### src/rtl/divisor_sequencial.sv
// Sequential restoring divider, unsigned, one quotient bit per clock (MSB first).
// Ports:
//   clk, rst_n      - clock, asynchronous active-low reset
//   inicio          - start request, accepted only while idle
//   A, B            - dividend / divisor, captured when a start is accepted
//   Quociente, Resto- registered quotient / remainder of last completed operation
//   ocupado         - high while an operation is in progress
//   pronto          - one-cycle pulse when results have just been updated
//   div_zero        - set when the last completed operation had B == 0
module divisor_sequencial #(
    parameter int unsigned WIDTH = 4
) (
    input  logic             clk,
    input  logic             rst_n,
    input  logic             inicio,
    input  logic [WIDTH-1:0] A,
    input  logic [WIDTH-1:0] B,
    output logic [WIDTH-1:0] Quociente,
    output logic [WIDTH-1:0] Resto,
    output logic             ocupado,
    output logic             pronto,
    output logic             div_zero
);

    localparam int unsigned CW = (WIDTH > 1) ? $clog2(WIDTH) : 1;

    typedef enum logic [1:0] {
        OCIOSO  = 2'd0,
        CALCULA = 2'd1,
        FIM     = 2'd2
    } estado_t;

    estado_t          state_q, state_d;
    logic [WIDTH-1:0] dvd_q, dvd_d;
    logic [WIDTH-1:0] dvs_q, dvs_d;
    logic [WIDTH-1:0] rem_q, rem_d;
    logic [WIDTH-1:0] quo_q, quo_d;
    logic [CW-1:0]    cnt_q, cnt_d;
    logic             dz_q, dz_d;

    logic [WIDTH-1:0] quo_out_q;
    logic [WIDTH-1:0] res_out_q;
    logic             dz_out_q;
    logic             ocupado_q;
    logic             pronto_q;

    logic [WIDTH:0]   shifted;
    logic [WIDTH:0]   trial;

    // Next-state and datapath logic
    always_comb begin
        state_d = state_q;
        dvd_d   = dvd_q;
        dvs_d   = dvs_q;
        rem_d   = rem_q;
        quo_d   = quo_q;
        cnt_d   = cnt_q;
        dz_d    = dz_q;

        // Partial remainder never has its MSB set before the shift, so dropping it is lossless
        shifted = {1'b0, rem_q[WIDTH-2:0], dvd_q[WIDTH-1]};
        trial   = shifted - {1'b0, dvs_q};

        case (state_q)
            OCIOSO: begin
                if (inicio) begin
                    dvd_d = A;
                    dvs_d = B;
                    rem_d = '0;
                    quo_d = '0;
                    cnt_d = CW'(WIDTH - 1);
                    if (B == '0) begin
                        dz_d    = 1'b1;
                        state_d = FIM;
                    end else begin
                        dz_d    = 1'b0;
                        state_d = CALCULA;
                    end
                end
            end
            CALCULA: begin
                dvd_d = {dvd_q[WIDTH-2:0], 1'b0};
                // trial MSB is the borrow: restore on borrow
                if (!trial[WIDTH]) begin
                    rem_d = trial[WIDTH-1:0];
                    quo_d = {quo_q[WIDTH-2:0], 1'b1};
                end else begin
                    rem_d = shifted[WIDTH-1:0];
                    quo_d = {quo_q[WIDTH-2:0], 1'b0};
                end
                cnt_d = cnt_q - CW'(1);
                if (cnt_q == '0) begin
                    state_d = FIM;
                end
            end
            FIM: begin
                state_d = OCIOSO;
            end
            default: begin
                state_d = OCIOSO;
            end
        endcase
    end

    // State, datapath and output registers; outputs load on entry to FIM
    always_ff @(posedge clk or negedge rst_n) begin
        if (!rst_n) begin
            state_q   <= OCIOSO;
            dvd_q     <= '0;
            dvs_q     <= '0;
            rem_q     <= '0;
            quo_q     <= '0;
            cnt_q     <= '0;
            dz_q      <= 1'b0;
            quo_out_q <= '0;
            res_out_q <= '0;
            dz_out_q  <= 1'b0;
            ocupado_q <= 1'b0;
            pronto_q  <= 1'b0;
        end else begin
            state_q   <= state_d;
            dvd_q     <= dvd_d;
            dvs_q     <= dvs_d;
            rem_q     <= rem_d;
            quo_q     <= quo_d;
            cnt_q     <= cnt_d;
            dz_q      <= dz_d;
            ocupado_q <= (state_d != OCIOSO);
            pronto_q  <= (state_d == FIM);
            if (state_d == FIM) begin
                quo_out_q <= quo_d;
                res_out_q <= rem_d;
                dz_out_q  <= dz_d;
            end
        end
    end

    assign Quociente = quo_out_q;
    assign Resto     = res_out_q;
    assign div_zero  = dz_out_q;
    assign ocupado   = ocupado_q;
    assign pronto    = pronto_q;

endmodule

### config.mk
export PLATFORM = sky130hd
export DESIGN_NAME = divisor_sequencial
export DESIGN_NICKNAME = d
export VERILOG_FILES = /design/src/rtl/divisor_sequencial.sv
export SDC_FILE = /design/constraint.sdc
export NUM_CORES = 1
export LEC_CHECK = 0
export ABC_AREA = 1
export BUFFER_PORTS_ARGS = -buffer_cell sky130_fd_sc_hd__buf_2
export CAP_MARGIN = 20
export CORE_UTILIZATION = 52
export CTS_BUF_LIST = sky130_fd_sc_hd__clkbuf_4
export DETAILED_ROUTE_END_ITERATION = 8
export PLACE_DENSITY = 0.79
export SYNTH_ARGS = -nofsm -noshare
export SYNTH_HDL_FRONTEND = slang
export SYNTH_SLANG_ARGS = --single-unit
### constraint.sdc
create_clock -name clk -period 1.67 [get_ports clk]
set_input_delay 0.0835 -clock clk [delete_from_list [all_inputs] [get_ports clk]]
set_output_delay 0.0835 -clock clk [all_outputs]
set_load 0.01 [all_outputs]
Word level (Yosys, flattened, before mapping)
Index checks and enable logic that the tools add are counted.
Word-level totals
  register bits after elaboration: 32
  output and inout bits: 11
  logic and storage cells: 41
Operators by class
  add/sub/neg operators: 2
  equality and inequality tests: 3
  multiplexer cells: 17
  reduce and logical (&&, ||, !) cells: 7
Operator list (number)
  $pmux 4 s2: 3
  $mux 4: 4
  $mux 2: 4
  $pmux 2 s2: 2
  $sub 4x4->5: 1
  $logic_not 2->1: 2
  $logic_not 4->1: 1
  $mux 1: 4
  $reduce_and 2->1: 2
  $reduce_bool 2->1: 2
  $eq 2x1->1 const B: 1
  $eq 2x2->1 const B: 1
  $ne 2x2->1 const B: 1
  $sub 2x1->2 const B: 1

Logic depth before layout (Yosys ltp)
  depth after elaboration: 5
  depth in mapped cells: 11

Worst setup path before layout
Ideal clock, no wire load.
  kind: flip-flop to flip-flop
  from: reg dvd_q[3]
  to: reg res_out_q[3], in the netlist Resto[3]
  library setup time: 0.065 ns
  arrival: 1.615 ns
  setup slack: -0.010 ns
  stages on the path, launching flop included: 12
  clock period less this slack: 1.680 ns
  path through: dfrtp_1 -> inv_1 -> ha_1 -> fa_1 -> nand3b_1 -> nand2_1 -> nand2_1 -> nand2_1 -> nand2_1 -> nand2_1 -> nand2_1 -> nand2_1
Between the ends
  cells in the longest elaborated chain, start to end: 3
RTL lines
  start: declaration: line 34  | logic [WIDTH-1:0] dvd_q, dvd_d;
  start signal: assignment: line 122  | dvd_q <= dvd_d;
  $sub 4x4->5: line 62  | trial = shifted - {1'b0, dvs_q};
  $mux 4: line 84  | if (!trial[WIDTH]) begin
  $pmux 4 s2: line 64  | case (state_q)
  net rem_d[3]: line 36  | logic [WIDTH-1:0] rem_q, rem_d;
  end signal: assignment: line 132  | res_out_q <= rem_d;
  end: declaration: line 42  | logic [WIDTH-1:0] res_out_q;
The timed path passes the listed nets, and every way through them passes these cells.
A chain may end at the register's enable or synchronous reset.

Worst setup path in the final report
  from: reg dvs_q[0]
  to: reg res_out_q[0], in the netlist Resto[0]
Between the ends
  cells in the longest elaborated chain, start to end: 3
RTL lines
  start: declaration: line 35  | logic [WIDTH-1:0] dvs_q, dvs_d;
  start signal: assignment: line 123  | dvs_q <= dvs_d;
  $sub 4x4->5: line 62
  $mux 4: line 84
  $pmux 4 s2: line 64
  net rem_d[0]: line 36
The timed path passes the listed nets, and every way through them passes these cells.

==> results by group <==
Timing
  • Max Freq: 536 MHz
  • Unrepaired setup endpoints after global routing: yes
  • Time the worst path needs with I/O delays and setup: 1.87 ns
  • Period Utilization, post-route: 1.12
  • Worst Skew: 0.0149 ns
  • Worst hold slack after final layout: 0.0827 ns
  • Hold violation count in the final report: 0
  • Max-slew violation total from the final report: 0
  • Setup-violating endpoint count in the final report: 9
  • Worst slew margin relative to its limit: 0.538
  • Fin worst setup slack: -0.197 ns
  • Worst-Margin Slew: 0.693 ns

Route
  • Detailed-route DRC error count: 0
  • Initial drt markers: 41
  • Detail-routed via count per cell: 5.36
  • Average wire per standard cell: 16.0 um
  • Antenna-violating nets left: 0
  • Vias: 1248
  • Initial DRT Pass Iterations: 4
  • Detailed Route WL: 3.73 mm

Clock tree
  • Max Buffers Root-to-Sink: 2
  • Cell chosen for the clock root: clkbuf_4
  • Number of sinks handled by clock tree synthesis: 32
  • Clk pin slew, worst setup/hold paths: 0.10 ns
  • Skew-Pair Late Insertion Delay: 0.34 ns
  • CTS buffer count: 5
  • CTS tree: built
  • Number of H-tree branching levels: 2

Cells and area
  • Number of inserted diodes: 0
  • Final design utilization: 0.744
  • Final net count: 219
  • Fraction of final layout cells sized beyond drive strength 1: 0.335
  • Area Growth Syn to Fin: 30.5%
  • Filler cell count in the final layout: 187
  • Final design area excluding fillers: 1910 um^2

Critical path
  • Max Fanout on Critical Path: 2
  • Cell-by-cell trace of the critical path: ha_4 -> fa_2 -> nand3b_1 -> buf_4 -> nand3_2 -> nand3_2 -> o21ai_2 -> nand2_1 -> nand2_1
  • Launch point of the worst reg-to-reg path: dvs_q[0]
  • Crit start category: flop
  • Slowest cell on the critical path: dfrtp_1
  • Dominant delay contributor by cell family on the critical path: simple AND/OR/NAND/NOR gates
  • Crit path required time: 1.95 ns
  • Longest individual stage delay on the worst path: 0.43 ns
  • Count of buffer and inverter cells on the critical path: 1
  • Worst Setup Path Type: reg2reg
  • Crit path DAT: 2.15 ns
  • FF-to-FF path depth: 9
  • Reg-to-reg endpoint: Resto[0]
  • Kind of end point of the critical path: flop
  • Minimum setup slack among reg-to-reg paths: -0.20 ns

Worst hold path
  • Worst Hold Depth: 3
  • Hold path startpoint: B[0]
  • Sink of the worst hold path: dvs_q[0]
  • Worst Hold Class: in2reg

Global routing
  • Wire length of the first global-routing pass: 5.24 mm
  • Overall global routing resource usage: 0.265
  • Grt ovf: 0
  • Initial antenna violation count: 0
  • Largest net degree at the start of global routing: 33
  • Vias in the first global route: 1113

Die
  • Number of top-level pins: 22
  • Rows: 18
  • Starting density of the core: 0.570
  • Die Y: 55.0 um
  • DIE AREA: 3030 um^2
  • Core outline area: 2570 um^2
  • Chip Width: 55.0 um

Power and ir drop
  • Power density over the cells: 2170 nW/um^2
  • Highest ir drop seen on vdd: 1.57 mV
  • Final Power: 4.14 mW
  • Pleak: 1.00 nW

Yosys
  • Count of mapped cells out of synthesis: 157
  • Post-synth cell types: 25
  • Total of flip-flops plus latches after synthesis: 32
  • Top-area cell type share of the netlist area: 0.547
  • Syn_nets: 174
  • Post-synth design cell area: 1460 um^2
  • Biggest area contributors in the synthesized netlist: dfrtp_1 (55%), nand2_1 (14%), inv_1 (5.1%)
  • Count of synthesis-stage warnings from yosys: 0
  • Share of synthesized area occupied by flip-flops and latches: 0.547
  • Leading area contributor after synthesis: dfrtp_1
  • Mean Syn Cell Area: 9.32 um^2

Place
  • Count of port buffers added during placement: 21
  • Final RePlAce weighted congestion: 0.903
  • Post-DP Area: 1630 um^2
  • Sum of net half-perimeters after detailed placement: 2.01 mm

Flow run
  • Total of max-cap violations: 0

Outcome
  • Run status: finished with violations
  • Failing checks: setup timing
[per-layer routing]
layer	global-route usage	vias to the layer above	share of wire
li1	-	587	-
met1	0.303	616	0.39
met5	0	-	0
met4	0.129	0	0.026
met3	0.101	9	0.047
met2	0.434	36	0.53
[worst max path at each step]
stage | start | endpoint | slack (ns) | cells after the start
2_1_floorplan | dvd_q[3] | Resto[0] | 0.02 | 10
3_3_place_gp | dvs_q[0] | Resto[3] | -0.01 | 9
3_5_place_dp | dvs_q[0] | Resto[3] | -0.07 | 10
4_1_cts | dvs_q[0] | Resto[0] | -0.01 | 9
5_1_grt | dvs_q[0] | Resto[0] | -0.24 | 9
6_report | dvs_q[0] | Resto[0] | -0.20 | 9
[Yosys cell counts]
cell and n:
o21ai_1 1, nand2_2 3, o22ai_1 3, inv_1 20, nand4_4 1, a22oi_1 1, nand3b_1 1, xor2_1 1
inv_2 4, fa_1 1, nor2_1 2, buf_2 1, o211ai_1 2, ha_1 5, nand3_1 6, o221ai_1 1
nor2_4 1, dfrtp_1 32, inv_6 1, o21ai_0 9, o21ai_2 3, a21oi_1 2, o22ai_4 1, nand2_4 1
nand2_1 54
[power breakdown]
part           internal (mW)  total [mW]  switching (mW)
clock network          0.330       0.594           0.265
registers               1.11        1.29           0.180
logic                  0.911        2.26            1.35
total                   2.35        4.14            1.79
[cell usage in the layout, fill, tap and decap left out, drive strengths merged]
cell type,n
inv,25
nand3,6
clkbuf,6
nand4,1
ha,5
o21ai,13
dlygate4sd3,8
nor2,3
fa,1
buf,31
o22ai,4
a22oi,1
a21oi,2
dfrtp,32
bufinv,1
o221ai,1
clkinv,1
o211ai,2
nand2,58
nand3b,1
xor2,1
[what timing repair did]
action | CTS | global route
pin swaps | 1 | 5
setup buffers | 1 | 6
endpoints found under the setup margin | 5 | 10
hold buffers | 8 | 0
hold endpoints to repair | 39 | 0
gates resized for setup | 3 | 16
[area by class of cell]
cell class,instances,area [um^2],area share
clock inverters,2,35.0,0.0183
multi-input cells,99,624,0.327
clock buffers,6,45.0,0.0236
well taps,30,37.5,0.0197
repair buffers,39,268,0.140
inverters,25,98.8,0.0518
flip-flops and latches,32,801,0.419
[tightest hold or removal path, cell delays in order]
cell,delay (ns)
buf_2,0.09
inv_1,0.10
o21ai_0,0.11
[per-stage QoR]
step | TNS (ns) | cells | setup slack (ns)
floorplan | 0 | 157 | 0.0234
global placement | -0.0214 | 210 | -0.0126
detailed placement | -0.300 | 210 | -0.0734
CTS | -0.0183 | 227 | -0.0146
global route | -1.31 | 233 | -0.240
finish | -0.865 | 233 | -0.197
[state kept, by name, summed over array words and instances, names as in the netlist]
register	cells
Quociente	4
Resto	4
cnt_q	2
div_zero	1
dvd_q	4
dvs_q	4
dz_q	1
ocupado	1
pronto	1
quo_q	4
rem_q	4
state_q	2
[cells by family after synthesis]
logic type | count (synthesis) | share of synthesized area
fa+ha+maj | 6 | 0.0565
flops | 32 | 0.547
simple gates | 69 | 0.212
compound gates | 23 | 0.107
xor+xnor | 1 | 0.00599
buf+inv | 26 | 0.0710
Power figures use the tool's default switching activity.
